$ cat src/rtl/mul_pkg.sv
// Shared types for the radix-4 Booth multiplier: FSM states and digit encoding.
package mul_pkg;

  typedef enum logic [1:0] {
    ST_IDLE = 2'b00,
    ST_EXEC = 2'b01,
    ST_DONE = 2'b10
  } state_t;

  // Radix-4 Booth digit: magnitude selects {0,1,2}, neg flips the sign.
  typedef struct packed {
    logic neg;
    logic one;
    logic two;
  } booth_digit_t;

endpackage : mul_pkg

$ cat src/rtl/booth_r4_encoder.sv
// Radix-4 Booth recoder: maps the window {a[2i+1], a[2i], a[2i-1]} to a digit.
module booth_r4_encoder
  import mul_pkg::*;
(
  input  logic [2:0]   win_i,
  output booth_digit_t digit_o
);

  // Digit table: 000/111 -> 0, 001/010 -> +1, 011 -> +2, 100 -> -2, 101/110 -> -1
  always_comb begin
    digit_o = '0;
    unique case (win_i)
      3'b001, 3'b010: digit_o.one = 1'b1;
      3'b011:         digit_o.two = 1'b1;
      3'b100: begin
        digit_o.neg = 1'b1;
        digit_o.two = 1'b1;
      end
      3'b101, 3'b110: begin
        digit_o.neg = 1'b1;
        digit_o.one = 1'b1;
      end
      default: digit_o = '0;
    endcase
  end

endmodule : booth_r4_encoder

$ cat src/rtl/booth_multiplier_param.sv
// Sequential radix-4 Booth multiplier, signed/unsigned, one digit per cycle.
// Handshake: op_start (sampled in IDLE), op_clear (abort, highest priority),
// busy while iterating, op_done held in DONE until op_clear.
module booth_multiplier_param
  import mul_pkg::*;
#(
  parameter int unsigned WIDTH = 64
) (
  input  logic                 clk,
  input  logic                 reset_n,
  input  logic                 op_start,
  input  logic                 op_clear,
  input  logic                 signed_mode,
  input  logic [WIDTH-1:0]     multiplier,
  input  logic [WIDTH-1:0]     multiplicand,
  output logic                 busy,
  output logic                 op_done,
  output logic [2*WIDTH-1:0]   result
);

  localparam int unsigned ITER = WIDTH / 2 + 1;
  localparam int unsigned EXTW = WIDTH + 2;
  localparam int unsigned ACCW = 2 * WIDTH + 4;
  localparam int unsigned CNTW = $clog2(ITER + 1);
  localparam logic [CNTW-1:0] LAST_CNT = CNTW'(ITER - 1);

  state_t              state_q, state_d;
  logic [CNTW-1:0]     cnt_q, cnt_d;
  logic [EXTW-1:0]     mplr_q, mplr_d;
  logic                prev_q, prev_d;
  logic [ACCW-1:0]     mcand_q, mcand_d;
  logic [ACCW-1:0]     acc_q, acc_d;
  logic [2*WIDTH-1:0]  result_q, result_d;

  booth_digit_t        digit;
  logic [ACCW-1:0]     pp;
  logic [ACCW-1:0]     acc_sum;
  logic                a_msb, b_msb, zero_op;
  logic [EXTW-1:0]     a_ext;
  logic [ACCW-1:0]     b_ext;

  // Operand extension: two guard bits make both operands exact in either mode,
  // so the top digit consumes the sign (or zero) extension naturally.
  assign a_msb   = signed_mode & multiplier[WIDTH-1];
  assign b_msb   = signed_mode & multiplicand[WIDTH-1];
  assign a_ext   = {{2{a_msb}}, multiplier};
  assign b_ext   = {{(ACCW-WIDTH){b_msb}}, multiplicand};
  assign zero_op = (multiplier == '0) || (multiplicand == '0);

  booth_r4_encoder u_enc (
    .win_i   ({mplr_q[1:0], prev_q}),
    .digit_o (digit)
  );

  // Partial product add: the multiplicand register is pre-shifted by 2i,
  // so the digit only selects 0/B/2B and the sign.
  always_comb begin
    pp = '0;
    if (digit.two) begin
      pp = mcand_q << 1;
    end else if (digit.one) begin
      pp = mcand_q;
    end
    acc_sum = digit.neg ? (acc_q - pp) : (acc_q + pp);
  end

  // Next-state and datapath control: op_clear > op_start > iteration
  always_comb begin
    state_d  = state_q;
    cnt_d    = cnt_q;
    mplr_d   = mplr_q;
    prev_d   = prev_q;
    mcand_d  = mcand_q;
    acc_d    = acc_q;
    result_d = result_q;

    if (op_clear) begin
      state_d  = ST_IDLE;
      result_d = '0;
      cnt_d    = '0;
    end else begin
      unique case (state_q)
        ST_IDLE: begin
          if (op_start) begin
            mplr_d   = a_ext;
            prev_d   = 1'b0;
            mcand_d  = b_ext;
            acc_d    = '0;
            result_d = '0;
            cnt_d    = '0;
            state_d  = zero_op ? ST_DONE : ST_EXEC;
          end
        end
        ST_EXEC: begin
          acc_d   = acc_sum;
          mplr_d  = mplr_q >> 2;
          prev_d  = mplr_q[1];
          mcand_d = mcand_q << 2;
          cnt_d   = cnt_q + CNTW'(1);
          if (cnt_q == LAST_CNT) begin
            state_d  = ST_DONE;
            result_d = acc_sum[2*WIDTH-1:0];
          end
        end
        ST_DONE: begin
          state_d = ST_DONE;
        end
        default: begin
          state_d = ST_IDLE;
        end
      endcase
    end
  end

  // State and datapath registers with asynchronous active-low reset
  always_ff @(posedge clk or negedge reset_n) begin
    if (!reset_n) begin
      state_q  <= ST_IDLE;
      cnt_q    <= '0;
      mplr_q   <= '0;
      prev_q   <= 1'b0;
      mcand_q  <= '0;
      acc_q    <= '0;
      result_q <= '0;
    end else begin
      state_q  <= state_d;
      cnt_q    <= cnt_d;
      mplr_q   <= mplr_d;
      prev_q   <= prev_d;
      mcand_q  <= mcand_d;
      acc_q    <= acc_d;
      result_q <= result_d;
    end
  end

  assign busy    = (state_q == ST_EXEC);
  assign op_done = (state_q == ST_DONE);
  assign result  = result_q;

endmodule : booth_multiplier_param

$ cat config.mk
export PLATFORM = sky130hd
export DESIGN_NAME = booth_multiplier_param
export DESIGN_NICKNAME = d
export VERILOG_FILES = /design/src/rtl/mul_pkg.sv /design/src/rtl/booth_r4_encoder.sv /design/src/rtl/booth_multiplier_param.sv
export SDC_FILE = /design/constraint.sdc
export NUM_CORES = 1
export LEC_CHECK = 0
export BUFFER_PORTS_ARGS = -buffer_cell sky130_fd_sc_hd__buf_2
export CAP_MARGIN = 25
export CORE_MARGIN = 2
export CORE_UTILIZATION = 30
export CTS_CLUSTER_DIAMETER = 60
export CTS_CLUSTER_SIZE = 16
export DETAILED_ROUTE_END_ITERATION = 10
export PLACE_DENSITY_LB_ADDON = 0.08
export SKIP_LAST_GASP = 1
export SYNTH_ARGS = -nofsm -noshare
export SYNTH_HDL_FRONTEND = slang
export SYNTH_SLANG_ARGS = --single-unit
export TNS_END_PERCENT = 100
$ cat constraint.sdc
create_clock -name clk -period 15.8 [get_ports clk]
set_input_delay 3.16 -clock clk [delete_from_list [all_inputs] [get_ports clk]]
set_output_delay 3.16 -clock clk [all_outputs]
set_load 0.005 [all_outputs]
Word-level counts from Yosys, hierarchy flattened

Cells that the tools add are included.

Flip-flop bits (word level): 467
Input bits: 133
Output and inout port bits: 130
Logic and storage cells: 64

Equality and inequality tests: 12
Reduce and logical (&&, ||, !) cells: 13
Muxes and demuxes: 26
$add $sub $neg: 3
Bitwise logic cells: 3

Operator list:

| cell                                                             | count |
|---|---|
| 132-bit two-way mux                                              | 5 |
| 132-bit one-hot mux with 2 select lines                          | 2 |
| 128-bit two-way mux                                              | 3 |
| 128-bit one-hot mux with 2 select lines                          | 1 |
| 132-bit adder                                                    | 1 |
| 66-bit one-hot mux with 2 select lines                           | 1 |
| 132-bit subtractor                                               | 1 |
| 64-bit zero test                                                 | 2 |
| 66-bit two-way mux                                               | 1 |
| 6-bit two-way mux                                                | 2 |
| 6-bit one-hot mux with 2 select lines                            | 1 |
| 3-bit == test (second input constant)                            | 3 |
| 2-bit two-way mux                                                | 4 |
| 6-bit by 1-bit adder with 6-bit output (second input constant)   | 1 |
| 3-bit by 2-bit == test with 1-bit output (second input constant) | 2 |
| 6-bit == test (second input constant)                            | 1 |
| 2-bit one-hot mux with 3 select lines                            | 1 |
| 3-bit AND reduction                                              | 2 |
| 1-bit two-way mux                                                | 4 |
| 2-bit AND reduction                                              | 2 |
| 4-bit OR reduction                                               | 1 |
| 3-bit by 1-bit == test with 1-bit output (second input constant) | 1 |
| 3-bit by 2-bit != test with 1-bit output (second input constant) | 1 |
| 3-bit != test (second input constant)                            | 1 |
| other kinds (12)                                                 | 13 |

Longest topological paths before layout

Word-level depth: 10
Mapped depth: 34

By module

A second synthesis with hierarchy kept.

Cell total of the unflattened synthesis: 3867
Area, all modules: 32817.7 µm²

Modules (own cells, without submodules):

| module                 | area an instance (µm²) | cells an instance | seq. area each (µm²) | instances |
|---|---|---|---|---|
| booth_multiplier_param | 32786.4                | 3862              | 11461.0              | 1 |
| booth_r4_encoder       | 31.3                   | 5                 | 0.0                  | 1 |

Worst setup path before layout

OpenSTA, ideal clock, no wires.

Path type: flip-flop to flip-flop
Start point: reg mplr_q[0]
End point: reg result_q[108], in the netlist result[108]
Path slack: 8417 ps
Path buffers: 10
Stages on the path, launching flop included: 32
Arrival time: 7263 ps
Required time: 15679 ps
Cells stage by stage: dfrtp_1 inv_1 ha_1 mux2_2 buf_2 buf_2 buf_2 clkbuf_1 clkbuf_1 buf_1 buf_2 buf_2 a21oi_1 ha_1 nand4_1 nor4_1 nand4_1 clkbuf_1 nor2_1 a21oi_1 xor2_1 ha_1 clkbuf_1 nand4_1 nor4_1 nand2_1 or4_1 o21ai_0 a31oi_1 o31ai_1 xor2_1 a22o_1

Word-level cells in the longest chain between the ends: 10
Elaborated cells between the ends (all ways): 20

RTL lines:

| element                                                          | line                          | text |
|---|---|---|
| from (decl)                                                      | booth_multiplier_param.sv:29  | `logic [EXTW-1:0] mplr_q, mplr_d;` |
| from (signal assigned)                                           | booth_multiplier_param.sv:128 | `mplr_q <= mplr_d;` |
| 3-bit by 1-bit == test with 1-bit output (tied with other cells) | booth_r4_encoder.sv:12        | `unique case (win_i)` |
| 4-bit OR reduction (no source line)                              | -                             |  |
| 1-bit two-way mux                                                | booth_r4_encoder.sv:12        |  |
| 132-bit two-way mux                                              | booth_multiplier_param.sv:61  | `end else if (digit.one) begin` |
| 132-bit two-way mux                                              | booth_multiplier_param.sv:59  | `if (digit.two) begin` |
| 132-bit adder / 132-bit subtractor (equally long branches)       | booth_multiplier_param.sv:64  | `acc_sum = digit.neg ? (acc_q - pp) : (acc_q + pp);` |
| 132-bit two-way mux *                                            | booth_multiplier_param.sv:64  |  |
| 128-bit two-way mux *                                            | booth_multiplier_param.sv:100 | `if (cnt_q == LAST_CNT) begin` |
| 128-bit one-hot mux with 2 select lines *                        | booth_multiplier_param.sv:82  | `unique case (state_q)` |
| 128-bit two-way mux *                                            | booth_multiplier_param.sv:77  | `if (op_clear) begin` |
| to (signal assigned)                                             | booth_multiplier_param.sv:132 | `result_q <= result_d;` |
| to (decl)                                                        | booth_multiplier_param.sv:33  | `logic [2*WIDTH-1:0] result_q, result_d;` |

Every way passes the cells marked *; elsewhere a longest branch is shown, timed or not. The select of a mux whose other input is x is not followed.
A chain may end at the register's enable or synchronous reset.

Worst setup path in the final report

Start point: reg prev_q
End point: reg result_q[108], in the netlist result[108]

Word-level cells in the longest chain between the ends: 10
Elaborated cells between the ends (all ways): 20

RTL lines:

| element                                                          | line                          | text |
|---|---|---|
| from (decl)                                                      | booth_multiplier_param.sv:30  | `logic prev_q, prev_d;` |
| from (signal assigned)                                           | booth_multiplier_param.sv:129 | `prev_q <= prev_d;` |
| 3-bit by 1-bit == test with 1-bit output (tied with other cells) | booth_r4_encoder.sv:12        |  |
| 4-bit OR reduction (no source line)                              | -                             |  |
| 1-bit two-way mux                                                | booth_r4_encoder.sv:12        |  |
| 132-bit two-way mux                                              | booth_multiplier_param.sv:61  |  |
| 132-bit two-way mux                                              | booth_multiplier_param.sv:59  |  |
| 132-bit adder / 132-bit subtractor (equally long branches)       | booth_multiplier_param.sv:64  |  |
| 132-bit two-way mux *                                            | booth_multiplier_param.sv:64  |  |
| 128-bit two-way mux *                                            | booth_multiplier_param.sv:100 |  |
| 128-bit one-hot mux with 2 select lines *                        | booth_multiplier_param.sv:82  |  |
| 128-bit two-way mux *                                            | booth_multiplier_param.sv:77  |  |

Marked as above.

==> impl.org <==
** Clocking
- At the later pin of the worst-skew pair, clock insertion delay measures 0.65 ns.
- CTS built an H-tree with a depth of 3.
- # Post-CTS Setup Buffers :: 0
- Number of cells upsized or downsized after cts :: 0
- Clock tree synthesis inserted a total of 66 buffers.
- CTS Hold Bufs :: 0
- Clock root buffer :: clkbuf_16
- CTS max path bufs :: 3
- Clock tree from TritonCTS :: yes
- Clock edge transition at the registers on the reported setup and hold paths :: 0.06 ns
- The tree built by TritonCTS fans out to 458 sinks.

** Worst hold path
- Worst hold path class :: reg -> reg
- Hold Crit Depth :: 2

** Timing
- Timing-limited maximum frequency :: 119 MHz
- In this run the tightest slew margin relative to its limit is 30.9%.
- In the finished design, the share of the clock period the worst path needs comes to 53.0%.
- Worst clock skew :: 0.0261 ns
- The count of endpoints failing hold in the final timing report was 0.
- Unrepaired setup endpoints after global routing :: false
- Post-layout worst setup margin :: 7.42 ns
- Number of max-slew violations in the final report :: 0
- After routing, the total negative slack on setup checks comes to 0 ns.
- Final critical path time including I/O delays and setup :: 8.38 ns
- Tightest Pin Transition :: 1.03 ns
- Setup violations remaining at the end of the flow were counted as 0.

** Setup path
- Capturing instance or port of the critical path :: result[108]
- Worst setup path class :: reg -> reg
- The endpoint identified for the worst register-to-register timing path is result[108].
- Max stage delay cell, worst path :: nor4_1
- Data on the critical path arrives at its endpoint at 8.90 ns.
- The worst setup path is launched from a flip-flop.
- Critical Path Sink Type :: flip-flop
- Crit path launch :: prev_q
- Measured in cells, the most critical reg-to-reg path has a length of 24.
- The critical path goes through inv_1 > ha_4 > mux2i_4 > buf_12 > mux2i_1 > nand4_2 > nor4_4 > o2111ai_2 > or4_1 > a221o_1 > nor3_4 > a21oi_1 > xor2_1 > ha_1 > nand4_1 > nor4_1 > nand2_1 > or4_1 > o21ai_0 > buf_4 > a31oi_1 > o31ai_1 > xor2_1 > a22o_1.
- For this run, the slowest stage of the critical path takes 0.63 ns.
- The worst register-to-register path begins at prev_q.
- STA puts the critical path data required time at 16.32 ns.
- CP Max Fanout :: 184
- Register-to-Register Setup Slack :: 7.42 ns

** Cells and area
- The net count of the finished layout is 4431.
- Cells with a size suffix above 1 make up 11.2% of the layout.
- From synthesis to final layout, the design area changed by 13.9%.
- In the layout the commonest cells are 566 x nand2_1, 458 x dfrtp_1, 429 x a21oi_1.
- Number of antenna diodes :: 0
- Most frequent standard cell in the layout excluding fill and tap cells :: nand2_1

** Synthesis
- Gate count after technology mapping :: 4122
- Mapped cell area :: 33700 sq um
- Number of register bits inferred by synthesis :: 458
- Among all flip-flop cells after synthesis, the most frequent one is dfrtp_1.
- Syn nets :: 4394
- After synthesis, the netlist uses 79 different library cells.
- The synthesized design contains 0 enable-type register cells.
- In the synthesized netlist the async set-or-reset flop fraction comes to 100%.
- Register area share after synthesis :: 34.1%
- Each instance of the synthesized netlist takes up on average 8.16 sq um.
- Yosys warning total :: 0

** Place
- Setup slack at placement :: 7.45 ns
- Routability-driven placement finished with a final weighted congestion of 0.918.
- Buffers placed on the I/O ports in this run total 262.
- Final HPWL DP :: 99200 microns

** GRT
- Entering global routing, the biggest net connects 228 pins.
- Number of global-route vias before repair :: 30220
- Number of antenna violations at the first check in global routing :: 3
- Gr ovfl total :: 0
- Global routing consumed, over all layers together, 22.4% of the routing resources.
- Global-route wire length before repair :: 200000 microns

** Drt
- After the first detailed-routing iteration, the DRC count stood at 3016.
- After detailed routing, the number of vias per cell comes to 5.58.
- Via Count :: 31781
- Routed WL per cell :: 23.3 microns
- Final wirelength :: 133000 microns
- The first detailed-routing pass ran for 6 iterations.
- In this run the remaining antenna-violating nets after routing total 0.
- For this run, design rule violations remaining after detail routing come to 0.

** Die
- 263 I/O pins were placed.
- Total die area :: 115000 sq um
- Site Rows :: 122
- In this run the vertical extent of the chip is 339 microns.
- After floorplanning, the core was sized to cover 111000 sq um.
- From left edge to right edge, the die measures 339 microns.
- Initial Util :: 30.3%

** Status
- The flow ran to the end, and the final reports show no timing, DRC or antenna violations.

** Job
- Across the run, the number of max-cap violations was 0.
## Yosys cell counts, types with 21 or more instances
master / n / share of area, %
and2_1: 33 / 0.61
clkbuf_1: 298 / 3.3
and3_1: 87 / 1.6
nor4_1: 58 / 1.1
o21ai_0: 406 / 6.0
a31oi_1: 44 / 0.82
nor2_1: 204 / 2.3
ha_1: 138 / 5.1
a211oi_1: 33 / 0.74
a22o_1: 194 / 5.0
xnor2_1: 121 / 3.1
mux2i_1: 150 / 4.5
o31ai_1: 39 / 0.87
o21a_1: 30 / 0.67
nand3_1: 58 / 0.86
nand2_1: 566 / 6.3
nor2b_1: 21 / 0.39
xor2_1: 117 / 3.0
nand4_1: 111 / 2.1
a21o_1: 77 / 1.7
nor3_1: 65 / 0.97
dfrtp_1: 458 / 34
a21oi_1: 429 / 6.4
o21bai_1: 41 / 0.91
inv_1: 60 / 0.67
## kinds of logic (layout without fill, tap and decap cells)
kind of cell / Yosys count / after routing / share of synthesized area [%]
AOI/OAI and AO/OA: 1455 / 1455 / 27.3
adders and majority gates: 139 / 139 / 5.19
buffers and inverters: 391 / 477 / 4.47
DFF: 458 / 458 / 34.1
and+or+nand+nor: 1283 / 1283 / 18.0
muxes: 158 / 158 / 4.74
xor gates and xnor gates: 238 / 238 / 6.19
## area by class of cell
type / count / area, sq um
multi-input combinational: 3273 / 20800
timing repair buffer: 300 / 1710
fill: 11753 / 72700
tap: 1488 / 1860
sequential: 458 / 11500
clock buffer: 75 / 1780
inverter: 60 / 225
clock inverter: 42 / 507
## critical path: cells and delay by family (launching register included)
family | cells | cell delay (ns)
simple gates | 8 | 3.39
compound gates | 7 | 1.84
buf+inv | 3 | 0.86
fa+ha+maj | 2 | 0.67
mux | 2 | 0.64
flops | 1 | 0.41
xor+xnor | 2 | 0.35
## registers in the layout, summed over array words and instances (netlist names)
| name | count |
|---|---|
| state_q | 2 |
| mplr_q | 65 |
| mcand_q | 128 |
| result | 128 |
| prev_q | 1 |
| cnt_q | 6 |
| acc_q | 128 |
## through the flow
stage | util, % | hold slack, ns | cells | instance area [sq um]
6_report | 34.5 | 0.473 | 5696 | 38300
5_1_grt | 34.5 | 0.495 | 5696 | 38300
4_1_cts | 34.5 | 0.478 | 5694 | 38300
3_5_place_dp | 32.4 | 0.467 | 5577 | 36000
3_3_place_gp | 32.4 | 0.462 | 5576 | 36000
2_1_floorplan | - | 0.442 | 4122 | 33700
## how the worst min path moves through the flow
stage,start,end,slack (ns)
3_3_place_gp,mplr_q[14],mplr_q[14],0.46
3_5_place_dp,acc_q[0],acc_q[0],0.47
2_1_floorplan,mcand_q[127],mcand_q[127],0.44
4_1_cts,acc_q[0],acc_q[0],0.48
5_1_grt,acc_q[0],acc_q[0],0.50
6_report,acc_q[0],acc_q[0],0.47
## per-layer routing
layer	global-route usage (%)	vias up	wire, microns
li1	-	15240	-
met1	35.9	15515	69300
met2	31.5	921	54300
met3	2.75	105	7080
met4	4.31	0	1870
met5	0	-	0
Power is not shown: default switching activity piles up to over one toggle a cycle in this logic, so the estimate is an artifact.
